## src/rtl/coeff_loader32.sv

```systemverilog
// rtl/coeff_loader32.sv - streaming / addressed loader for the 32-entry coefficient bank
//
// Fills a 32 x Width register bank. Words can arrive sequentially over a
// valid/ready stream, or one at a time through an addressed write.
// The bank feeds the 32 coefficient inputs of the 32:1 selector.
//
// Ports:
//   CLK        in   system clock; all state changes on the rising edge
//   RST_N      in   asynchronous active-low reset
//   START      in   pulse that begins or restarts a full 32-word sequential load
//   inCoeff    in   signed coefficient; shared by stream and addressed writes
//   inValid    in   stream word valid
//   inReady    out  a stream word is accepted this cycle (registered, state-only)
//   WE         in   addressed write strobe (honoured only outside a load)
//   WADDR      in   addressed write index
//   coeffBank  out  bank contents; entry NN sits at [NN*Width +: Width]
//   PTR        out  index the next stream word will be written to
//   BUSY       out  sequential load in progress
//   LOADED     out  all 32 words have been streamed in since the last START
module coeff_loader32 #(
    parameter int Width = 3
) (
    input  logic                  CLK,
    input  logic                  RST_N,
    input  logic                  START,
    input  logic [Width-1:0]      inCoeff,
    input  logic                  inValid,
    output logic                  inReady,
    input  logic                  WE,
    input  logic [4:0]            WADDR,
    output logic [32*Width-1:0]   coeffBank,
    output logic [4:0]            PTR,
    output logic                  BUSY,
    output logic                  LOADED
);

    typedef enum logic [1:0] {
        IDLE = 2'd0,
        LOAD = 2'd1,
        DONE = 2'd2
    } state_t;

    state_t           state;
    logic [Width-1:0] bank [32];

    // inReady, BUSY and LOADED are registered alongside the state so that
    // inReady never has a combinational path from inValid.
    always_ff @(posedge CLK or negedge RST_N) begin
        if (!RST_N) begin
            for (int i = 0; i < 32; i++) begin
                bank[i] <= '0;
            end
            PTR     <= 5'd0;
            state   <= IDLE;
            inReady <= 1'b0;
            BUSY    <= 1'b0;
            LOADED  <= 1'b0;
        end else begin
            case (state)
                IDLE, DONE: begin
                    if (START) begin
                        // START has priority over a coincident addressed write
                        state   <= LOAD;
                        PTR     <= 5'd0;
                        inReady <= 1'b1;
                        BUSY    <= 1'b1;
                        LOADED  <= 1'b0;
                    end else if (WE) begin
                        bank[WADDR] <= inCoeff;
                    end
                end
                LOAD: begin
                    if (START) begin
                        // Restart: rewind only; a word offered on this edge is
                        // dropped and existing bank contents are kept.
                        PTR <= 5'd0;
                    end else if (inValid && inReady) begin
                        bank[PTR] <= inCoeff;
                        if (PTR == 5'd31) begin
                            PTR     <= 5'd0;
                            state   <= DONE;
                            inReady <= 1'b0;
                            BUSY    <= 1'b0;
                            LOADED  <= 1'b1;
                        end else begin
                            PTR <= PTR + 5'd1;
                        end
                    end
                end
                default: begin
                    state   <= IDLE;
                    inReady <= 1'b0;
                    BUSY    <= 1'b0;
                    LOADED  <= 1'b0;
                end
            endcase
        end
    end

    for (genvar g = 0; g < 32; g++) begin : g_pack
        assign coeffBank[g*Width +: Width] = bank[g];
    end

endmodule

```

## config.mk

```make
export PLATFORM = sky130hd
export DESIGN_NAME = coeff_loader32
export DESIGN_NICKNAME = d
export VERILOG_FILES = /design/src/rtl/coeff_loader32.sv
export SDC_FILE = /design/constraint.sdc
export NUM_CORES = 1
export LEC_CHECK = 0
export CORE_MARGIN = 2
export CORE_UTILIZATION = 54
export DETAILED_ROUTE_END_ITERATION = 6
export HOLD_SLACK_MARGIN = 0.1
export PLACE_DENSITY = 0.86
export SYNTH_ARGS = -nofsm -noshare
export SYNTH_HDL_FRONTEND = slang
export SYNTH_SLANG_ARGS = --single-unit
```

## constraint.sdc

```tcl
create_clock -name CLK -period 5.9 [get_ports CLK]
set_clock_uncertainty 0.15 [all_clocks]
set_input_delay 0.59 -clock CLK [delete_from_list [all_inputs] [get_ports CLK]]
set_output_delay 0.59 -clock CLK [all_outputs]
set_load 0.02 [all_outputs]
```

Word level (Yosys, flattened, before mapping)
Index checks and enable logic that the tools add are counted.
{"block": "classes", "addsub": 1, "magnitude_cmp": 4, "eq_ne": 10, "n_mux": 31, "n_bitwise": 2, "reduce_logical": 9}
{"cell": "96-bit two-way mux", "n": 4}
{"cell": "96-bit bitwise mux", "n": 2}
{"cell": "96-bit case mux with 2 select lines", "n": 1}
{"cell": "3-bit demux with 5-bit select", "n": 2}
{"cell": "5-bit two-way mux", "n": 4}
{"cell": "6-bit greater-or-equal comparator, second input constant", "n": 2}
{"cell": "6-bit by 1-bit < comparator with 1-bit output, second input constant", "n": 2}
{"cell": "2-bit inequality test, second input constant", "n": 6}
{"cell": "5-bit inverter with 6-bit output", "n": 2}
{"cell": "5-bit case mux with 2 select lines", "n": 1}
{"cell": "1-bit two-way mux", "n": 8}
{"cell": "2-bit two-way mux", "n": 4}
{"cell": "3-bit two-way mux", "n": 2}
{"cell": "5-bit by 1-bit adder with 5-bit output, second input constant", "n": 1}
{"cell": "5-bit == test, second input constant", "n": 1}
{"cell": "5-bit AND reduction", "n": 1}
{"cell": "1-bit case mux with 2 select lines", "n": 2}
{"cell": "2-bit case mux with 2 select lines", "n": 1}
{"cell": "4-bit AND reduction", "n": 1}
{"cell": "1-bit logical AND", "n": 3}
{"cell": "3-bit inequality test, second input constant", "n": 1}
{"cell": "3-bit AND reduction", "n": 1}
{"cell": "2-bit by 1-bit == test with 1-bit output, second input constant", "n": 1}
{"cell": "2-bit == test, second input constant", "n": 1}
{"cell": "3 further kinds", "n": 3}
{"block": "word_totals", "register_bits": 105}

Longest topological paths before layout
{"block": "depth", "word_depth": 9, "depth_mapped": 7}

Least setup slack after synthesis
No wires, ideal clock.
{"block": "synth_path", "kind": "reg2reg", "start": "reg PTR[1]", "end": "reg bank, in the netlist coeffBank[10]", "setup_time_ps": 125, "t_arrival_ps": 1863, "slack_ps": 3762, "path_stages_with_launch": 6, "path_buffers": 0, "path_cell_list": "dfrtp_1 ha_1 or4bb_1 nor3_1 o21ai_2 mux2_4"}
{"block": "synth_between", "elab_chain_cells": 9}
{"element": "start: declaration", "line_no": "32", "rtl": "output logic [4:0] PTR,"}
{"element": "start signal: assignment", "line_no": "86", "rtl": "PTR <= PTR + 5'd1;"}
{"element": "5-bit inverter with 6-bit output (implied by the code) *", "line_no": "78", "rtl": "bank[PTR] <= inCoeff;"}
{"element": "6-bit greater-or-equal comparator (implied by the code) / 6-bit by 1-bit < comparator with 1-bit output (equally long branches)", "line_no": "78"}
{"element": "1-bit logical AND (implied by the code)", "line_no": "78"}
{"element": "3-bit two-way mux (implied by the code)", "line_no": "78"}
{"element": "3-bit demux with 5-bit select *", "line_no": "78"}
{"element": "96-bit bitwise mux *", "line_no": "78"}
{"element": "96-bit two-way mux *", "line_no": "77", "rtl": "end else if (inValid && inReady) begin"}
{"element": "96-bit two-way mux *", "line_no": "73", "rtl": "if (START) begin"}
{"element": "96-bit case mux with 2 select lines *", "line_no": "59", "rtl": "case (state)"}
{"element": "end signal: indexed assignment", "line_no": "69", "rtl": "bank[WADDR] <= inCoeff;"}
{"element": "end signal: indexed assignment", "line_no": "78"}
{"element": "end: declaration", "line_no": "44", "rtl": "logic [Width-1:0] bank [32];"}
Every way passes the cells marked *; elsewhere a longest branch is shown, timed or not. The select of a mux whose other input is x is not followed.
A chain may end at the register's enable or synchronous reset.

Final worst setup path
{"block": "layout_path", "start": "reg state[0]", "end": "reg bank, in the netlist coeffBank[40]"}
{"block": "layout_between", "elab_chain_cells": 4}
{"element": "start: declaration", "line_no": "43", "rtl": "state_t state;"}
{"element": "start signal: assignment", "line_no": "54", "rtl": "state <= IDLE;"}
{"element": "start signal: assignment", "line_no": "63", "rtl": "state <= LOAD;"}
{"element": "start signal: assignment", "line_no": "81", "rtl": "state <= DONE;"}
{"element": "2-bit == test / 2-bit zero test (equally long branches)", "line_no": "59"}
{"element": "2-bit OR reduction", "line_no": "59"}
{"element": "2-bit inequality test (no source line) / 2-bit nonzero test (equally long branches)"}
{"element": "5-bit AND reduction (no source line)"}
Several ways; a longest one is shown, not always the timed one.

==> flow_summary.ini <==
[run_status]
status = finished clean

[pwr]
irDropWorstVdd_v = 0.0001882
switching_share_pct = 25.79
p_sw_uw = 373.7
p_seq_share_pct = 52.2
power_leakage_nw = 2.769
p_clk_share_pct = 35.1
p_int_mw = 1.075
combinationalPowerShare_pct = 12.7
power_density_nw_per_um2 = 229.6

[job]
drv_cap = 0

[place]
placed_cell_area_um2 = 6067
portBuffers = 116
place_congestion = 0.9075
hpwl_um = 8258

[cells_and_area]
fin_nets = 517
layout-drive-gt1-share_pct = 21.23
ff_latch_area_um2 = 2603
final_common_cell = clkdlybuf4s50_1
fillerInstances = 624
fin_area_um2 = 6310
antennaDiodeCount = 0
multi_input_area_um2 = 2145
syn_to_final_growth_pct = 28.91
mostFrequentLayoutCells = clkdlybuf4s50_1 (115), dfrtp_1 (104), mux2_2 (67), mux2_1 (27), nand3_1 (20)

[critical_path]
ff2ff_path_depth = 4
path_cells = and2b_1 > nor3_1 > o21ai_0 > mux2_2
cp-start-kind = flip-flop
worstSetupPathType = reg2reg
end_kind = flip-flop
reg2reg_to = coeffBank[40]$_DFFE_PN0P_
crit_required_ns = 6.02
cp.arrival_ns = 2.70
path_max_fanout = 21
rr_startpoint = state[0]$_DFFE_PN0P_
critPathSlowestCell = dfrtp_1
r2r_setup_slack_ns = 3.32
crit_path_start = state[0]$_DFFE_PN0P_
slowest_delay_ns = 0.69

[die]
die_w_um = 99.21
core_um2 = 8763
die_area_um2 = 9842
die_y_um = 99.21
fp-row-count = 34
ios = 117
start_util_pct = 55.85

[synthesis]
yosysWarnings = 0
synthDistinctLibCells = 42
syn_avg_cell_area_um2 = 12.39
syn_area_um2 = 4895
synth_nets = 413
ys_ff_latch = 104
seq_area_frac_synth_pct = 53.17
synthCells = 395

[cts]
insertion_delay_ns = 0.36
cts_tree = yes
cts_buffers = 9
cts.htree.levels = 3
cts.sinks = 104
cts_setup_buffers = 0
cts_resized = 0
cts.path.max_buffers = 2
clockRootBuffer = clkbuf_8
clkTransAtPathRegs_ns = 0.10

[global_route]
antenna_found_initial = 0
grt_pass1_wl_um = 19330
first_global_vias = 3708
grtUsageTotal_pct = 24.91
overflow = 0
grt_max_degree = 64

[timing]
drv_slew = 0
relSlewSlack_pct = 18.64
rsz0062_at_grt = false
fmax_mhz = 386.9
period_minus_slack_ns = 2.585
min_period_over_period_pct = 43.81
max_slew.worst_pin.slew_ns = 1.217
fin_setup_tns_ns = 0
setup-violations-final = 0
hold_viol = 0
fin_hold_ws_ns = 0.3503

[detailed_routing]
dr.pass1.iters = 4
drtIter0Drc = 286
wl_um = 11780
via_per_inst = 5.752
drc = 0
postRouteAntennaNets = 0
vias = 3520
wl_per_cell_um = 19.24

[hold_path]
hold_class = reg2reg
hold_start = coeffBank[32]$_DFFE_PN0P_
holdPathStages = 1
min_to = coeffBank[32]$_DFFE_PN0P_
==> cells by family after synthesis <==
group / synth area share, %
compound gates: 6.161
fa+ha+maj: 1.278
buf+inv: 3.017
flops: 53.17
mux: 22.75
simple gates: 13.62
==> state kept, by name, summed over array words and instances (netlist names) <==
name       cells
LOADED         1
state          1
coeffBank     96
PTR            5
BUSY           1
==> per-stage QoR <==
stage	util [%]	setup slack, ns	std cells	total power [mW]
final	72.00	3.315	612	1.449
after detailed placement	69.23	2.979	595	0.9528
after CTS	72.00	3.335	612	1.454
after global placement	69.23	2.951	595	0.9484
after global routing	72.00	3.164	612	1.501
after floorplan	-	3.762	395	0.8564
==> synthesized netlist by cell type, drive strengths merged <==
library cell	instances	area (um^2)
a31oi	1	6.260
nand2b	9	56.30
o2bb2ai	1	8.760
nor2b	7	43.79
inv	3	11.26
and2	1	6.260
nor4b	1	15.01
nor3b	7	52.55
or2b	1	7.510
nor3	18	90.09
clkbuf	10	37.54
o31ai	1	7.510
a21o	1	7.510
dfrtp	104	2603
or4bb	1	11.26
a21bo	1	10.01
nand3b	7	52.55
nand3	20	100.1
nand4	3	18.77
nand4b	3	41.29
mux2i	1	10.01
and4bb	3	37.54
or3b	1	8.760
and3	2	12.51
nand2	14	52.55
a21oi	21	153.9
ha	5	62.56
o41ai	1	8.760
nor2	14	52.55
buf	16	98.85
o21ai	19	98.84
mux2	97	1104
and2b	1	7.510
==> layout make-up <==
type                            count  share of cell area [%]
Clock buffer                       10                   2.181
Clock inverter                      6                   1.507
Inverter                            3                  0.1785
Multi-Input combinational cell    262                   33.99
Sequential cell                   104                   41.25
Tap cell                          108                   2.142
Timing Repair Buffer              119                   18.76
==> critical path: cells and delay by family, from the launching register on <==
kind	cells	cell delay, ns
and+or+nand+nor	2	0.76
DFF	1	0.69
AOI/OAI and AO/OA	1	0.49
muxes	1	0.40
==> metal layers <==
metal	vias up	track usage [%]	wire length (um)
li1	1619	-	-
met5	-	0	0
met3	16	6.957	838
met1	1771	32.94	4966
met2	114	40.85	5839
met4	0	6.639	133
==> timing repair <==
action / CTS / global route
hold endpoints to repair: 41 / 0
hold buffers: 1 / 0
endpoints found under the setup margin: 0 / 0
==> power groups by stage <==
stage	Sequential (mW)	Combinational, mW	Clock (mW)
4_1_cts	0.757	0.184	0.513
3_3_place_gp	0.770	0.179	0
3_5_place_dp	0.771	0.182	0
6_report	0.757	0.183	0.509
2_1_floorplan	0.798	0.0588	0
5_1_grt	0.761	0.196	0.544
==> worst max-delay path by stage <==
stage	cells past startpoint	endpoint	slack, ns
6_report	4	coeffBank[40]$_DFFE_PN0P_	3.32
3_5_place_dp	5	coeffBank[56]$_DFFE_PN0P_	2.98
5_1_grt	4	coeffBank[39]$_DFFE_PN0P_	3.16
4_1_cts	4	coeffBank[40]$_DFFE_PN0P_	3.34
3_3_place_gp	5	coeffBank[55]$_DFFE_PN0P_	2.95
2_1_floorplan	5	coeffBank[10]$_DFFE_PN0P_	3.76
(Power assumes the default switching activity.)
